[config.mk]
export PLATFORM = sky130hd
export DESIGN_NAME = i8088_bus_slave_flat
export DESIGN_NICKNAME = d
export VERILOG_FILES = /design/src/rtl/i8088_bus_pkg.sv /design/src/rtl/i8088_bus_slave_if.sv /design/src/rtl/i8088_sync.sv /design/src/rtl/i8088_bus_slave.sv /design/src/flat_wrapper.sv
export SDC_FILE = /design/constraint.sdc
export NUM_CORES = 1
export LEC_CHECK = 0
export CAP_MARGIN = 15
export CELL_PAD_IN_SITES_DETAIL_PLACEMENT = 0
export CELL_PAD_IN_SITES_GLOBAL_PLACEMENT = 1
export CORE_ASPECT_RATIO = 1.75
export CORE_UTILIZATION = 37
export CTS_CLUSTER_DIAMETER = 100
export DETAILED_ROUTE_END_ITERATION = 10
export PLACE_DENSITY_LB_ADDON = 0.25
export SLEW_MARGIN = 10
export SYNTH_ARGS = -nofsm -noshare
export SYNTH_HDL_FRONTEND = slang
export SYNTH_SLANG_ARGS = --single-unit
[constraint.sdc]
create_clock -name clk -period 3.5 [get_ports clk]
set_clock_uncertainty 0.2 [all_clocks]
set_input_delay 0.35 -clock clk [delete_from_list [all_inputs] [get_ports clk]]
set_output_delay 0.35 -clock clk [all_outputs]
set_load 0.02 [all_outputs]
[src/rtl/i8088_bus_pkg.sv]
// Shared types for the 8088 local-bus target: FSM states and the request bundle.
package i8088_bus_pkg;

    localparam int ADDR_W = 20;

    typedef enum logic [2:0] {
        IDLE,
        ADDR,
        STROBE,
        REQ,
        WAIT_RSP,
        DONE
    } bus_state_t;

    typedef struct packed {
        logic              write;
        logic              io;
        logic [ADDR_W-1:0] addr;
        logic [7:0]        wdata;
    } bus_req_t;

endpackage

[src/rtl/i8088_bus_slave_if.sv]
// Bundle of the 8088 pin-side signals and the fabric request/response handshake.
interface i8088_bus_slave_if;
    import i8088_bus_pkg::*;

    logic              ale;
    logic              nrd;
    logic              nwr;
    logic              io_nm;
    logic [11:0]       a_hi;
    logic [7:0]        ad_in;
    logic [7:0]        ad_out;
    logic              ad_oe;
    logic              ready;
    logic              req_valid;
    logic              req_ready;
    logic              req_write;
    logic              req_io;
    logic [ADDR_W-1:0] req_addr;
    logic [7:0]        req_wdata;
    logic              rsp_valid;
    logic [7:0]        rsp_rdata;
    logic              err;

    modport slave (
        input  ale, nrd, nwr, io_nm, a_hi, ad_in, req_ready, rsp_valid, rsp_rdata,
        output ad_out, ad_oe, ready, req_valid, req_write, req_io, req_addr, req_wdata, err
    );

    modport master (
        output ale, nrd, nwr, io_nm, a_hi, ad_in, req_ready, rsp_valid, rsp_rdata,
        input  ad_out, ad_oe, ready, req_valid, req_write, req_io, req_addr, req_wdata, err
    );

endinterface

[src/rtl/i8088_sync.sv]
// N-stage, W-bit flop chain. Used both as a metastability synchroniser for the
// strobes and as a matched-delay pipe so address/data line up with them.
module i8088_sync #(
    parameter int            N         = 2,
    parameter int            W         = 1,
    parameter logic [W-1:0]  RESET_VAL = '0
) (
    input  logic         clk,
    input  logic         rst,
    input  logic [W-1:0] d,
    output logic [W-1:0] q
);

    logic [W-1:0] stage [N];

    // Shift the raw value through N flops; reset loads the idle level of the pins.
    always_ff @(posedge clk or posedge rst) begin
        if (rst) begin
            for (int i = 0; i < N; i++) stage[i] <= RESET_VAL;
        end else begin
            stage[0] <= d;
            for (int i = 1; i < N; i++) stage[i] <= stage[i-1];
        end
    end

    assign q = stage[N-1];

endmodule

[src/rtl/i8088_bus_slave.sv]
// 8088 local-bus target: turns each CPU bus cycle into one valid/ready request,
// stalls the CPU with READY until the fabric completes it, and returns read data on AD.
module i8088_bus_slave
    import i8088_bus_pkg::*;
#(
    parameter int         SYNC_STAGES    = 2,
    parameter int         TIMEOUT_CYCLES = 4096,
    parameter logic [7:0] TIMEOUT_DATA   = 8'hFF
) (
    input  logic              clk,
    input  logic              rst,
    i8088_bus_slave_if.slave  bus
);

    localparam int CNT_W = $clog2(TIMEOUT_CYCLES) + 1;
    localparam logic [CNT_W-1:0] TIMEOUT_LAST = CNT_W'(TIMEOUT_CYCLES - 1);

    logic [3:0]        strb_s;
    logic [ADDR_W-1:0] pipe_q;
    logic              ale_s, nrd_s, nwr_s, io_nm_s;

    bus_state_t        state;
    bus_req_t          req;
    logic              req_valid_r;
    logic              ready_r;
    logic [7:0]        ad_out_r;
    logic              rd_done;
    logic              err_r;
    logic [CNT_W-1:0]  cnt;

    // Strobes idle high (nRD/nWR) or low (ALE, IO/nM) out of reset.
    i8088_sync #(.N(SYNC_STAGES), .W(4), .RESET_VAL(4'b0110)) u_strb_sync (
        .clk (clk),
        .rst (rst),
        .d   ({bus.ale, bus.nrd, bus.nwr, bus.io_nm}),
        .q   (strb_s)
    );

    // Address/data delayed by the same depth so they stay aligned with the strobes.
    i8088_sync #(.N(SYNC_STAGES), .W(ADDR_W), .RESET_VAL('0)) u_data_pipe (
        .clk (clk),
        .rst (rst),
        .d   ({bus.a_hi, bus.ad_in}),
        .q   (pipe_q)
    );

    assign ale_s   = strb_s[3];
    assign nrd_s   = strb_s[2];
    assign nwr_s   = strb_s[1];
    assign io_nm_s = strb_s[0];

    // Bus-cycle sequencer: address capture, strobe decode, request handshake, completion.
    always_ff @(posedge clk or posedge rst) begin
        if (rst) begin
            state       <= IDLE;
            req         <= '0;
            req_valid_r <= 1'b0;
            ready_r     <= 1'b1;
            ad_out_r    <= 8'h00;
            rd_done     <= 1'b0;
            err_r       <= 1'b0;
            cnt         <= '0;
        end else begin
            err_r <= 1'b0;
            case (state)
                IDLE: begin
                    rd_done <= 1'b0;
                    if (ale_s) begin
                        req.addr <= pipe_q;
                        req.io   <= io_nm_s;
                        ready_r  <= 1'b0;
                        state    <= ADDR;
                    end
                end
                ADDR: begin
                    if (ale_s) begin
                        req.addr <= pipe_q;
                        req.io   <= io_nm_s;
                    end else begin
                        state <= STROBE;
                    end
                end
                STROBE: begin
                    if (!nrd_s && !nwr_s) begin
                        err_r   <= 1'b1;
                        ready_r <= 1'b1;
                        state   <= DONE;
                    end else if (!nwr_s) begin
                        req.write   <= 1'b1;
                        req.wdata   <= pipe_q[7:0];
                        req_valid_r <= 1'b1;
                        state       <= REQ;
                    end else if (!nrd_s) begin
                        req.write   <= 1'b0;
                        req_valid_r <= 1'b1;
                        state       <= REQ;
                    end
                end
                REQ: begin
                    if (bus.req_ready) begin
                        req_valid_r <= 1'b0;
                        if (req.write) begin
                            ready_r <= 1'b1;
                            state   <= DONE;
                        end else begin
                            cnt   <= '0;
                            state <= WAIT_RSP;
                        end
                    end
                end
                WAIT_RSP: begin
                    if (bus.rsp_valid) begin
                        ad_out_r <= bus.rsp_rdata;
                        rd_done  <= 1'b1;
                        ready_r  <= 1'b1;
                        state    <= DONE;
                    end else if (cnt == TIMEOUT_LAST) begin
                        ad_out_r <= TIMEOUT_DATA;
                        err_r    <= 1'b1;
                        rd_done  <= 1'b1;
                        ready_r  <= 1'b1;
                        state    <= DONE;
                    end else begin
                        cnt <= cnt + CNT_W'(1);
                    end
                end
                DONE: begin
                    if (nrd_s && nwr_s) state <= IDLE;
                end
                default: state <= IDLE;
            endcase
        end
    end

    // READY drops combinationally on the synchronised ALE rise to save a clock of latency.
    assign bus.ready     = ready_r & ~((state == IDLE) & ale_s);
    // Raw nRD gates the driver so AD is released as soon as the CPU ends the read.
    assign bus.ad_oe     = (state == DONE) & rd_done & ~bus.nrd;
    assign bus.ad_out    = ad_out_r;
    assign bus.req_valid = req_valid_r;
    assign bus.req_write = req.write;
    assign bus.req_io    = req.io;
    assign bus.req_addr  = req.addr;
    assign bus.req_wdata = req.wdata;
    assign bus.err       = err_r;

endmodule

[src/flat_wrapper.sv]
// flat-port wrapper written by rule: the top's interface ports become plain ports
module i8088_bus_slave_flat import i8088_bus_pkg::*;
#(
    parameter int         SYNC_STAGES    = 2,
    parameter int         TIMEOUT_CYCLES = 4096,
    parameter logic [7:0] TIMEOUT_DATA   = 8'hFF
)
  (clk, rst, bus_ale, bus_nrd, bus_nwr, bus_io_nm, bus_a_hi, bus_ad_in, bus_req_ready, bus_rsp_valid, bus_rsp_rdata, bus_ad_out, bus_ad_oe, bus_ready, bus_req_valid, bus_req_write, bus_req_io, bus_req_addr, bus_req_wdata, bus_err);
  i8088_bus_slave_if bus_i ();
  input  logic clk;
  input  logic rst;
  input wire logic [$bits(bus_i.ale)-1:0] bus_ale;
  input wire logic [$bits(bus_i.nrd)-1:0] bus_nrd;
  input wire logic [$bits(bus_i.nwr)-1:0] bus_nwr;
  input wire logic [$bits(bus_i.io_nm)-1:0] bus_io_nm;
  input wire logic [$bits(bus_i.a_hi)-1:0] bus_a_hi;
  input wire logic [$bits(bus_i.ad_in)-1:0] bus_ad_in;
  input wire logic [$bits(bus_i.req_ready)-1:0] bus_req_ready;
  input wire logic [$bits(bus_i.rsp_valid)-1:0] bus_rsp_valid;
  input wire logic [$bits(bus_i.rsp_rdata)-1:0] bus_rsp_rdata;
  output wire logic [$bits(bus_i.ad_out)-1:0] bus_ad_out;
  output wire logic [$bits(bus_i.ad_oe)-1:0] bus_ad_oe;
  output wire logic [$bits(bus_i.ready)-1:0] bus_ready;
  output wire logic [$bits(bus_i.req_valid)-1:0] bus_req_valid;
  output wire logic [$bits(bus_i.req_write)-1:0] bus_req_write;
  output wire logic [$bits(bus_i.req_io)-1:0] bus_req_io;
  output wire logic [$bits(bus_i.req_addr)-1:0] bus_req_addr;
  output wire logic [$bits(bus_i.req_wdata)-1:0] bus_req_wdata;
  output wire logic [$bits(bus_i.err)-1:0] bus_err;
  assign bus_i.ale = bus_ale;
  assign bus_i.nrd = bus_nrd;
  assign bus_i.nwr = bus_nwr;
  assign bus_i.io_nm = bus_io_nm;
  assign bus_i.a_hi = bus_a_hi;
  assign bus_i.ad_in = bus_ad_in;
  assign bus_i.req_ready = bus_req_ready;
  assign bus_i.rsp_valid = bus_rsp_valid;
  assign bus_i.rsp_rdata = bus_rsp_rdata;
  assign bus_ad_out = bus_i.ad_out;
  assign bus_ad_oe = bus_i.ad_oe;
  assign bus_ready = bus_i.ready;
  assign bus_req_valid = bus_i.req_valid;
  assign bus_req_write = bus_i.req_write;
  assign bus_req_io = bus_i.req_io;
  assign bus_req_addr = bus_i.req_addr;
  assign bus_req_wdata = bus_i.req_wdata;
  assign bus_err = bus_i.err;
  i8088_bus_slave #(.SYNC_STAGES(SYNC_STAGES), .TIMEOUT_CYCLES(TIMEOUT_CYCLES), .TIMEOUT_DATA(TIMEOUT_DATA)) u_core (.clk(clk), .rst(rst), .bus(bus_i));
endmodule
---- Word-level counts from Yosys, hierarchy flattened ----
Cells that the tools add are included.
word-level totals
  bits in registers ....................... 106
  bits of input ports ..................... 36
  output and inout bits ................... 42
operators by class
  $add $sub $neg .......................... 1
  equal/unequal tests ..................... 20
  multiplexer cells ....................... 37
  bitwise operators ....................... 8
  reductions and logical operators ........ 20
operator list
  kind                                                                      count
  13-bit two-way mux                                                        4
  3-bit two-way mux                                                         9
  13-bit case mux with 2 select lines                                       1
  3-bit case mux with 6 select lines                                        1
  1-bit two-way mux                                                         16
  8-bit two-way mux                                                         2
  2-bit inequality test (second input constant)                             8
  13-bit by 1-bit adder with 13-bit output (second input constant)          1
  13-bit by 12-bit == test with 1-bit output (second input constant)        1
  6-bit AND reduction                                                       2
  2-bit nonzero test                                                        4
  3-bit by 2-bit == test with 1-bit output (second input constant)          2
  3-bit == test (second input constant)                                     2
  2-bit by 1-bit inequality test with 1-bit output (second input constant)  3
  1-bit case mux with 2 select lines                                        3
  2-bit AND reduction                                                       3
  3-bit AND reduction                                                       2
  5-bit AND reduction                                                       1
  1-bit bitwise AND                                                         4
  4-bit by 3-bit inequality test with 1-bit output (second input constant)  1
  1-bit NOT                                                                 4
  1-bit case mux with 4 select lines                                        1
  4-bit AND reduction                                                       1
  4-bit nonzero test                                                        1
  other kinds (7)                                                           9

---- Depth between registers and ports, before layout ----
  depth after elaboration ................. 4
  depth in mapped cells ................... 8
  depth with buffers taken out ............ 7

---- Modules after synthesis ----
From an unflattened synthesis, not the netlist that was laid out.
unflattened totals
  cell total of the unflattened synthesis .. 297
  area, all modules ....................... 4042.6 sq um
modules (own cells, without submodules)
  module                           instances  cells each  area each (sq um)  seq. area each (sq um)
  i8088_bus_slave                  1          223         2648.8             1452.6
  i8088_sync (u_core.u_data_pipe)  1          61          1154.9             1001.0
  i8088_sync (u_core.u_strb_sync)  1          13          239.0              205.2

---- Worst setup path after synthesis ----
Ideal clock, no wire load.
  path type ............................... reg2reg
  start ................................... reg u_core.state[0]
  end ..................................... reg u_core.cnt[5]
  setup time .............................. 0.140 ns
  arrival time ............................ 1.677 ns
  required time ........................... 3.160 ns
  setup slack ............................. 1.484 ns
  stages on the path, launching flop included .. 9
  path buffers ............................ 3
  period minus slack after synthesis ...... 2.016 ns
  cell sequence ........................... dfrtp_1 > buf_2 > or3b_1 > buf_6 > nor2_4 > nand2_2 > buf_6 > o311ai_0 > o41ai_1
between the ends
  cells in the longest elaborated chain, start to end .. 3
  elaborated cells on any way between the ends .. 9
  those cells by class .................... 6 x eq/ne; 1 x mux; 2 x reduce/logical
ends and longest elaborated chain
  item                                                                       line                    RTL
  start, declared                                                            i8088_bus_slave.sv:22   bus_state_t state;
  start signal, assigned                                                     i8088_bus_slave.sv:55   state <= IDLE;
  start signal, assigned                                                     i8088_bus_slave.sv:72   state <= ADDR;
  start signal, assigned                                                     i8088_bus_slave.sv:80   state <= STROBE;
  3-bit == test or 3-bit by 2-bit == test with 1-bit output (tied branches)  i8088_bus_slave.sv:65   case (state)
  2-bit inequality test (no line) or 2-bit nonzero test (tied branches)      n/a
  5-bit AND reduction (no line)                                              n/a
  end signal, assigned                                                       i8088_bus_slave.sv:124  cnt <= cnt + CNT_W'(1);
  end, declared                                                              i8088_bus_slave.sv:29   logic [CNT_W-1:0] cnt;
Parallel ways exist; a longest one is shown, timed or not.
A chain may end at the register's enable or synchronous reset.

---- Worst setup path after layout ----
  start ................................... reg u_core.state[0]
  end ..................................... out bus_ad_oe
between the ends
  cells in the longest elaborated chain, start to end .. 3
ends and longest elaborated chain
  item                            line                    RTL
  3-bit == test                   i8088_bus_slave.sv:138  assign bus.ad_oe = (state == DONE) & rd_done & ~bus.nrd;
  1-bit bitwise AND (2 in a row)  i8088_bus_slave.sv:138
  end, declared                   flat_wrapper.sv:22      output wire logic [$bits(bus_i.ad_oe)-1:0] bus_ad_oe;
Every way passes these cells.

==> flow_summary_export.csv <==
group,metric,value,unit
floorplanning,core_area,10200,um^2
global_routing,grt_pass1_wl,12200,um
critical_path,path_class,"flip-flop to output port",
critical_path,arrival,2060,ps
detailed_routing,top_layer,"met4",
placed_design,dp.final_hpwl,5190,um
clock_network,h-tree-depth,3,
synthesis,ys_types,55,
clock_network,ctsLongestPathBuffers,2,
clock_network,clock_latency,330,ps
sta,worst_pin_slew,552,ps
sta,relSlewSlack,62.9,%
power_and_ir_drop,p_total,4.18,mW
critical_path,slowest_delay,660,ps
clock_network,numCtsBuffers,9,
run,maxCapViolCount,0,
critical_path,setup.worst_path.end_class,"output port",
sta,fmax,383,MHz
sta,tns,0,ps
global_routing,grt_pass1_vias,2496,
layout,layout_common_cells,"101 x dfrtp_1, 77 x clkdlybuf4s50_1, 30 x mux2_2",
layout,area_delta_synth_final,31.8,%
sta,rsz0062_at_grt,"false",
detailed_routing,dr_total_vias,2388,
critical_path,crit_chain,"nand2b_1 -> nor3_1 -> clkdlybuf4s50_1",
floorplanning,initial_core_util,37.9,%
synthesis,syn_inst,270,
synthesis,synthFlopType,"dfrtp_1",
placed_design,gp_congestion,0.798,
detailed_routing,wirelength,7270,um
synthesis,syn_area_per_cell,14.3,um^2
layout,num-nets-final,390,
synthesis,synth_warnings,0,
sta,maxSlewViolCount,0,
clock_network,post_cts.resized_instances,0,
clock_network,post-cts-setup-buffers,0,
power_and_ir_drop,vdd_drop_max,0.314,mV
detailed_routing,via_per_inst,4.95,
layout,n_antenna_cell,0,
global_routing,grt_start_max_net_pins,86,
critical_path,critPathMaxFanout,18,
synthesis,synth_seq_cells,106,
floorplanning,row_count,49,
synthesis,synth.cell_area,3850,um^2
outcome,outcome,"finished, final reports clean",
critical_path,critPathSlowestCell,"dfrtp_1",
sta,min_period,2610,ps
clock_network,hold_buffers,0,
critical_path,worstPathRequired,2950,ps
floorplanning,io_pins,78,
layout,final_common_cell,"dfrtp_1",
sta,setup_viol,0,
detailed_routing,first_iter_violations,71,
detailed_routing,dr_wl_met2,3940,um
global_routing,grt.total_usage,15.0,%
floorplanning,die_area,10800,um^2
global_routing,overflow,0,
power_and_ir_drop,power.density,823,nW/um^2
synthesis,ys_seq_area_share,69.0,%
floorplanning,die_h,137,um
power_and_ir_drop,power.leakage,2.13,nW
clock_network,clock-root-buffer,"clkbuf_16",
worst_hold_path,hold_path_class,"input port to async pin",
floorplanning,fp.dieW,79.1,um
placed_design,port_buffers,77,
detailed_routing,wl_per_cell,15.1,um
global_routing,antenna_found_initial,0,
critical_path,worst_setup_path_start_kind,"flip-flop",
clock_network,clock-sinks,106,
detailed_routing,wl_met1,2880,um
synthesis,ys_async_sr_fraction,100,%
detailed_routing,drc_errors,0,
sta,finalHoldViolations,0,
synthesis,synth_nets,310,
layout,num-fill-cells,911,
synthesis,synth-edff-count,0,
detailed_routing,antenna_left,0,
layout,drive_gt1_share,18.3,%
detailed_routing,route.met3.wl,237,um
clock_network,clkTransAtPathRegs,70,ps
detailed_routing,drt-pass1-iter-count,6,
clock_network,cts_tree,"yes",
sta,post-route-period-util,74.6,%
registers in the layout, summed over array words and instances (netlist names), 3 cells and up:
signal and cells:
u_core.bus.req_wdata 8, u_core.u_strb_sync.q 4, u_core.bus.ad_out 8, u_core.state 3, u_core.u_data_pipe.q 20, u_core.cnt 13
u_core.u_data_pipe.stage 20, u_core.u_strb_sync.stage 4, u_core.bus.req_addr 20
synth_stat cells, types with 2 or more instances:
library cell    n  area (um^2)
nand3_1         9         45.0
clkbuf_1        3         11.3
o31ai_1         3         22.5
o31a_1          2         17.5
o21ai_0         8         40.0
nand2b_1        3         18.8
dfstp_2         5          131
nor2_1         10         37.5
a31oi_1         2         12.5
inv_1           6         22.5
a21oi_1         3         15.0
dfrtp_1       101         2530
nor2b_1         2         12.5
nand2_1        18         67.6
o22a_1          8         70.1
nor3_1          2         10.0
or2_2           3         18.8
buf_1           2         7.51
nor4_1          3         18.8
nand4_1         2         12.5
mux2i_1         2         20.0
ha_1            4         50.1
mux2_2         30          338
buf_2           3         15.0
buf_6           2         22.5
o311ai_0        4         35.0
o41ai_1         2         17.5
kinds of logic (layout without fill, tap and decap cells):
kind of cell / count (synthesis) / count (layout) / synth area share (%)
DFF: 106 / 106 / 69.0
buffers and inverters: 16 / 101 / 2.05
muxes: 32 / 32 / 9.29
and+or+nand+nor: 66 / 66 / 9.38
AOI/OAI and AO/OA: 46 / 46 / 8.99
adders and majority gates: 4 / 4 / 1.30
layer usage:
metal	vias to the layer above	global-route usage (%)
met5	-	0
met4	0	8.28
met3	11	3.53
met2	55	25.7
met1	1202	16.9
li1	1120	-
cell type report:
cell class                      count  area (um^2)  area share (%)
Timing Repair Buffer               79          798            15.7
Clock inverter                      5         86.3            1.70
Sequential cell                   106         2660            52.4
Tap cell                          127          159            3.13
Clock buffer                       11          233            4.58
Multi-Input combinational cell    148         1120            22.0
Inverter                            6         25.0           0.493
where the power goes:
part,internal (mW),total (mW),switching (mW)
Combinational,0.738,1.39,0.648
Sequential,1.53,1.74,0.208
Clock,0.632,1.05,0.422
path summary, 6_finish.rpt:
path                                                        start                                endpoint  cells after the start  slack, ps
max reg2reg                           u_core.state[1]$_DFFE_PP0P_              u_core.cnt[11]$_DFFE_PP0P_                      4        980
min in group clk           u_core.u_data_pipe.stage[21]$_DFF_PP0_       u_core.u_data_pipe.q[1]$_DFF_PP0_                      0        150
max                                   u_core.state[0]$_DFFE_PP0P_                               bus_ad_oe                      3        890
min                                                           rst  u_core.u_data_pipe.stage[37]$_DFF_PP0_                      2        120
min reg2reg                u_core.u_data_pipe.stage[21]$_DFF_PP0_       u_core.u_data_pipe.q[1]$_DFF_PP0_                      0        150
max in group asynchronous                                     rst       u_core.u_strb_sync.q[1]$_DFF_PP1_                      3       2230
critical path: cells and delay by family, from the launching register on:
kind                   cells  cell delay, ps
flip-flops                 1             660
AND/OR/NAND/NOR            2             430
buffers and inverters      1             640
through the flow:
| stage | cell area (um^2) | setup WS, ps | cells | util, % | hold slack, ps |
|---|---|---|---|---|---|
| after floorplan | 3850 | 169 | 270 | - | 131 |
| after global placement | 4760 | 996 | 466 | 46.8 | 132 |
| after detailed placement | 4760 | 989 | 466 | 46.8 | 135 |
| after CTS | 5080 | 843 | 482 | 49.9 | 116 |
| after global routing | 5080 | 733 | 482 | 49.9 | 131 |
| final | 5080 | 888 | 482 | 49.9 | 117 |
Note: power is estimated with default switching activity, not from simulation.
